<file path="src/rtl/bcd_serial_addsub.sv">
// Digit-serial packed-BCD adder/subtractor.
// Subtraction adds the nines complement of B; one digit per cycle, LSD first.
module bcd_serial_addsub #(
  parameter int NDIGITS = 4
) (
  input  logic                   clk,
  input  logic                   reset,
  input  logic                   start,
  input  logic                   sub,
  input  logic [4*NDIGITS-1:0]   A,
  input  logic [4*NDIGITS-1:0]   B,
  input  logic                   cin,
  output logic [4*NDIGITS-1:0]   S,
  output logic                   Cout,
  output logic                   busy,
  output logic                   done,
  output logic                   invalid
);

  localparam int W  = 4 * NDIGITS;
  localparam int IW = (NDIGITS > 1) ? $clog2(NDIGITS) : 1;

  typedef enum logic [1:0] {
    IDLE,
    RUN,
    DONE
  } state_t;

  state_t          r_state;
  logic [W-1:0]    r_a;
  logic [W-1:0]    r_b;
  logic [W-1:0]    r_acc;
  logic            r_sub;
  logic            r_carry;
  logic [IW-1:0]   r_idx;

  logic [3:0]      w_a_dig;
  logic [3:0]      w_b_raw;
  logic [3:0]      w_b_dig;
  logic [4:0]      w_t;
  logic            w_carry;
  logic [3:0]      w_dig;
  logic            w_last;
  logic            w_inv;
  logic [W-1:0]    w_acc_next;

  always_comb begin
    w_a_dig = r_a[4*int'(r_idx) +: 4];
    w_b_raw = r_b[4*int'(r_idx) +: 4];
    w_b_dig = r_sub ? (4'd9 - w_b_raw) : w_b_raw;
    w_t     = {1'b0, w_a_dig} + {1'b0, w_b_dig}
            + {4'b0, r_carry};
    w_carry = (w_t > 5'd9);
    w_dig   = w_carry ? (w_t[3:0] + 4'd6) : w_t[3:0];
    w_last  = (r_idx == IW'(NDIGITS - 1));
    w_acc_next = r_acc;
    w_acc_next[4*int'(r_idx) +: 4] = w_dig;
  end

  // Flag reflects the raw latched operands, not the complemented B.
  always_comb begin
    w_inv = 1'b0;
    for (int i = 0; i < NDIGITS; i++) begin
      if (r_a[4*i +: 4] > 4'd9 || r_b[4*i +: 4] > 4'd9)
        w_inv = 1'b1;
    end
  end

  always_ff @(posedge clk) begin
    if (reset) begin
      r_state <= IDLE;
      r_a     <= '0;
      r_b     <= '0;
      r_acc   <= '0;
      r_sub   <= 1'b0;
      r_carry <= 1'b0;
      r_idx   <= '0;
      S       <= '0;
      Cout    <= 1'b0;
      busy    <= 1'b0;
      done    <= 1'b0;
      invalid <= 1'b0;
    end else begin
      unique case (r_state)
        IDLE: begin
          done <= 1'b0;
          if (start) begin
            r_a     <= A;
            r_b     <= B;
            r_sub   <= sub;
            r_carry <= sub ? ~cin : cin;
            r_idx   <= '0;
            r_acc   <= '0;
            busy    <= 1'b1;
            r_state <= RUN;
          end
        end
        RUN: begin
          r_acc   <= w_acc_next;
          r_carry <= w_carry;
          if (w_last) begin
            S       <= w_acc_next;
            Cout    <= w_carry;
            invalid <= w_inv;
            done    <= 1'b1;
            busy    <= 1'b0;
            r_state <= DONE;
          end else begin
            r_idx <= r_idx + IW'(1);
          end
        end
        DONE: begin
          done    <= 1'b0;
          r_state <= IDLE;
        end
        default: begin
          r_state <= IDLE;
        end
      endcase
    end
  end

endmodule

</file>
<file path="config.mk">
export PLATFORM = sky130hd
export DESIGN_NAME = bcd_serial_addsub
export DESIGN_NICKNAME = d
export VERILOG_FILES = /design/src/rtl/bcd_serial_addsub.sv
export SDC_FILE = /design/constraint.sdc
export NUM_CORES = 1
export LEC_CHECK = 0
export ABC_AREA = 1
export BUFFER_PORTS_ARGS = -buffer_cell sky130_fd_sc_hd__buf_2
export CAP_MARGIN = 0
export CORE_MARGIN = 5
export CORE_UTILIZATION = 45
export DETAILED_ROUTE_END_ITERATION = 16
export HOLD_SLACK_MARGIN = 0.02
export PLACE_DENSITY_LB_ADDON = 0.15
export REMOVE_ABC_BUFFERS = 1
export SLEW_MARGIN = 20
export SYNTH_ARGS = -nofsm -noshare
export SYNTH_HDL_FRONTEND = slang
export SYNTH_SLANG_ARGS = --single-unit
</file>
<file path="constraint.sdc">
create_clock -name clk -period 3.8 [get_ports clk]
set_input_delay 0.38 -clock clk [delete_from_list [all_inputs] [get_ports clk]]
set_output_delay 0.38 -clock clk [all_outputs]
set_load 0.05 [all_outputs]
</file>
==> metrics <==
total negative slack=0 ns; Final Hold Fails=0; #FFs+latches synth=74; antenna violations before repair=0; crit path time final=3.38 ns; R2R Path End=r_acc[15]; CP Capture Type=flop; Synth Area per Inst=7.21 um^2; layout filler cell count=793; DR vias=3318; WL/cell=13.0 um; Routed WL=8.47 mm; r2r startpoint=r_idx[1]; post-synthesis simple-gate area fraction=28.4%; vias per cell=5.09; all-layer global routing usage=17.7%; initial DRC count=82; Fmax=0.296 GHz; placed wire-length estimate=6.13 mm; CTS root buf=clkbuf_8; Max-slew headroom=43.5%; sequential share of the synthesized area=41.6%; ys async rst share=0%; post-synthesis adder-cell area fraction=4.99%; count of different cell masters after synthesis=39; Max Cap Violations=0; Port Buffers=56; post-synthesis mux area share=0%; Top FF cell, synth=dfxtp_1; WS Path Type=flop to flop; Fin Clk Skew=0.00913 ns; commonest cells in the netlist=nand2_1, nor2_1, dfxtp_1, o21ai_0, inv_1; n_diodes=0; Synth top area share=41.6%; worst-margin pin slew=0.847 ns; first-pass GRT wire length=14.3 mm; layout cells sized above 1=20.2%; nets@finish=596; row count=32; CTS Buf Count=9; vias in the first global route=3076; Register-to-Register Path Depth=16; dpl cells=633; reg2reg setup slack=0.42 ns; GRT Residual Overflow=0; PD cells=472 mW/mm^2; period utilization=88.9%; Final setup viols=0; later-pin clock latency in the skew report=0.35 ns; Synth Area in XOR/XNOR=0.738%; synth top area cells=dfxtp_1, nand2_1, nor2_1; H-tree depth=3; Die Area=0.00979 mm^2; post-synthesis compound-gate area fraction=17.8%; top-count cell post-synth=nand2_1; critical path arrival=3.65 ns; Max clock buf depth=2; drt pass-1 iters=4; largest family of logic cells by synthesized area=simple AND/OR/NAND/NOR gates; Leak=1.88 nW; CP max FO=11; DIE HEIGHT=98.9 um; gpl congestion=0.872; clock sinks=74; status=finished, final reports clean; CTS tree=yes; ANT nets after route=0; Die X=98.9 um; Setup crit end=r_acc[15]; number of synthesized flops with an enable pin=0; drt drc=0; Slew Limit Fails=0; area grow syn2layout=16.0%; pin count of the biggest net entering global routing=39; Min-Delay Path Class=primary input to flop; I/O pins=57; CP required=4.07 ns; clock-pin slew on the worst setup and hold paths=0.08 ns; RSZ-0062 raised after global routing=no; Worst setup SP type=flop; VDD IR max=0.190 mV; Yosys Warn Count=0; core area=0.00773 mm^2; post-synthesis cell type with the largest combined area=dfxtp_1; cell count after synthesis=494; Non-Filler Instances=652; Initial Utilization=46.1%; CP startpoint=r_idx[1]; Post-Syn Area=0.00356 mm^2
[worst min path at each step]
stage / slack (ns) / from / endpoint / cells after the start
after floorplan: 0.44 / r_acc[15] / r_acc[15] / 2
after global placement: 0.44 / done / done / 2
after detailed placement: 0.46 / busy / busy / 2
after CTS: 0.25 / B[14] / r_b[14] / 3
after global routing: 0.26 / B[14] / r_b[14] / 3
final: 0.26 / B[14] / r_b[14] / 3
[per-stage QoR]
step | cell area, um^2 | utilization, % | setup WS (ns) | power [mW] | hold WS, ns
after floorplan | 3460 | - | 0.358 | 1.24 | 0.439
after global placement | 3900 | 50.5 | 0.374 | 1.36 | 0.444
after detailed placement | 3900 | 50.5 | 0.288 | 1.37 | 0.456
after CTS | 4090 | 52.9 | 0.247 | 1.96 | 0.251
after global routing | 4130 | 53.4 | 0.114 | 2.07 | 0.260
final | 4130 | 53.4 | 0.421 | 1.95 | 0.258
[worst max-delay path: stages, from the launching register on]
cell and delay (ns):
dfxtp_1 0.48, clkinvlp_4 0.28, a32o_1 0.35, fa_1 0.40, inv_2 0.08, fa_1 0.45, inv_1 0.11, ha_1 0.19
nand2_1 0.06, a21boi_2 0.15, nand2_2 0.11, nand2_4 0.08, nand2_4 0.08, nand4_2 0.11, o21bai_2 0.17, nand2_1 0.07
a21oi_1 0.12
[repair_timing]
item | in CTS | in global routing
endpoints found under the setup margin | 0 | 10
buffers inserted | 0 | 4
resized for setup | 0 | 3
hold buffers | 0 | 0
endpoints found under the hold margin | 0 | 0
[cells by family after synthesis]
group,after synthesis
AND/OR/NAND/NOR,237
XOR/XNOR,3
adder cells (fa/ha/maj),13
AO/OA/AOI/OAI,108
buffers and inverters,59
flip-flops,74
[registers in the layout, indices dropped and copies added (netlist names)]
name     count
r_b         16
r_carry      1
r_sub        1
r_a         16
r_idx        2
done         1
S           16
r_state      2
busy         1
invalid      1
Cout         1
r_acc       16
[where the power goes]
part | switching, mW | internal (mW)
logic | 0.334 | 0.180
clock network | 0.289 | 0.299
registers | 0.0306 | 0.815
[cells in the final DEF (no fill, tap or decap), types with 2 or more instances in the layout]
cell type	n
fa_1	2
nand2_1	108
inv_2	6
ha_1	11
buf_2	56
nand4_1	5
a21oi_1	22
a22oi_1	2
o21ai_1	17
dfxtp_1	73
nand2_2	5
o21ai_0	44
nand3_1	27
o21bai_1	2
a32o_1	2
a21oi_2	7
clkinvlp_4	2
buf_4	9
a2bb2oi_1	2
clkinv_2	2
xnor2_1	2
a31oi_1	2
inv_1	28
nor2_1	82
o21bai_2	2
nand2_4	3
clkbuf_8	9
[final cells by class]
type / instances / area (um^2) / area share [%]
Multi-Input combinational cell: 361 / 1850 / 44.9
Sequential cell: 74 / 1480 / 35.9
Timing Repair Buffer: 65 / 348 / 8.42
Inverter: 35 / 135 / 3.27
Clock buffer: 10 / 128 / 3.09
Tap cell: 102 / 128 / 3.09
Clock inverter: 5 / 56.3 / 1.36
[routing by layer]
layer / global-route usage (%) / vias to the layer above / part of all wire (%)
met5: 0 / - / 0
met4: 7.56 / 0 / 1.7
met3: 3.54 / 12 / 4.9
met2: 27.0 / 67 / 45
met1: 24.3 / 1522 / 49
li1: - / 1717 / -
Note: power is estimated with default switching activity, not from simulation.
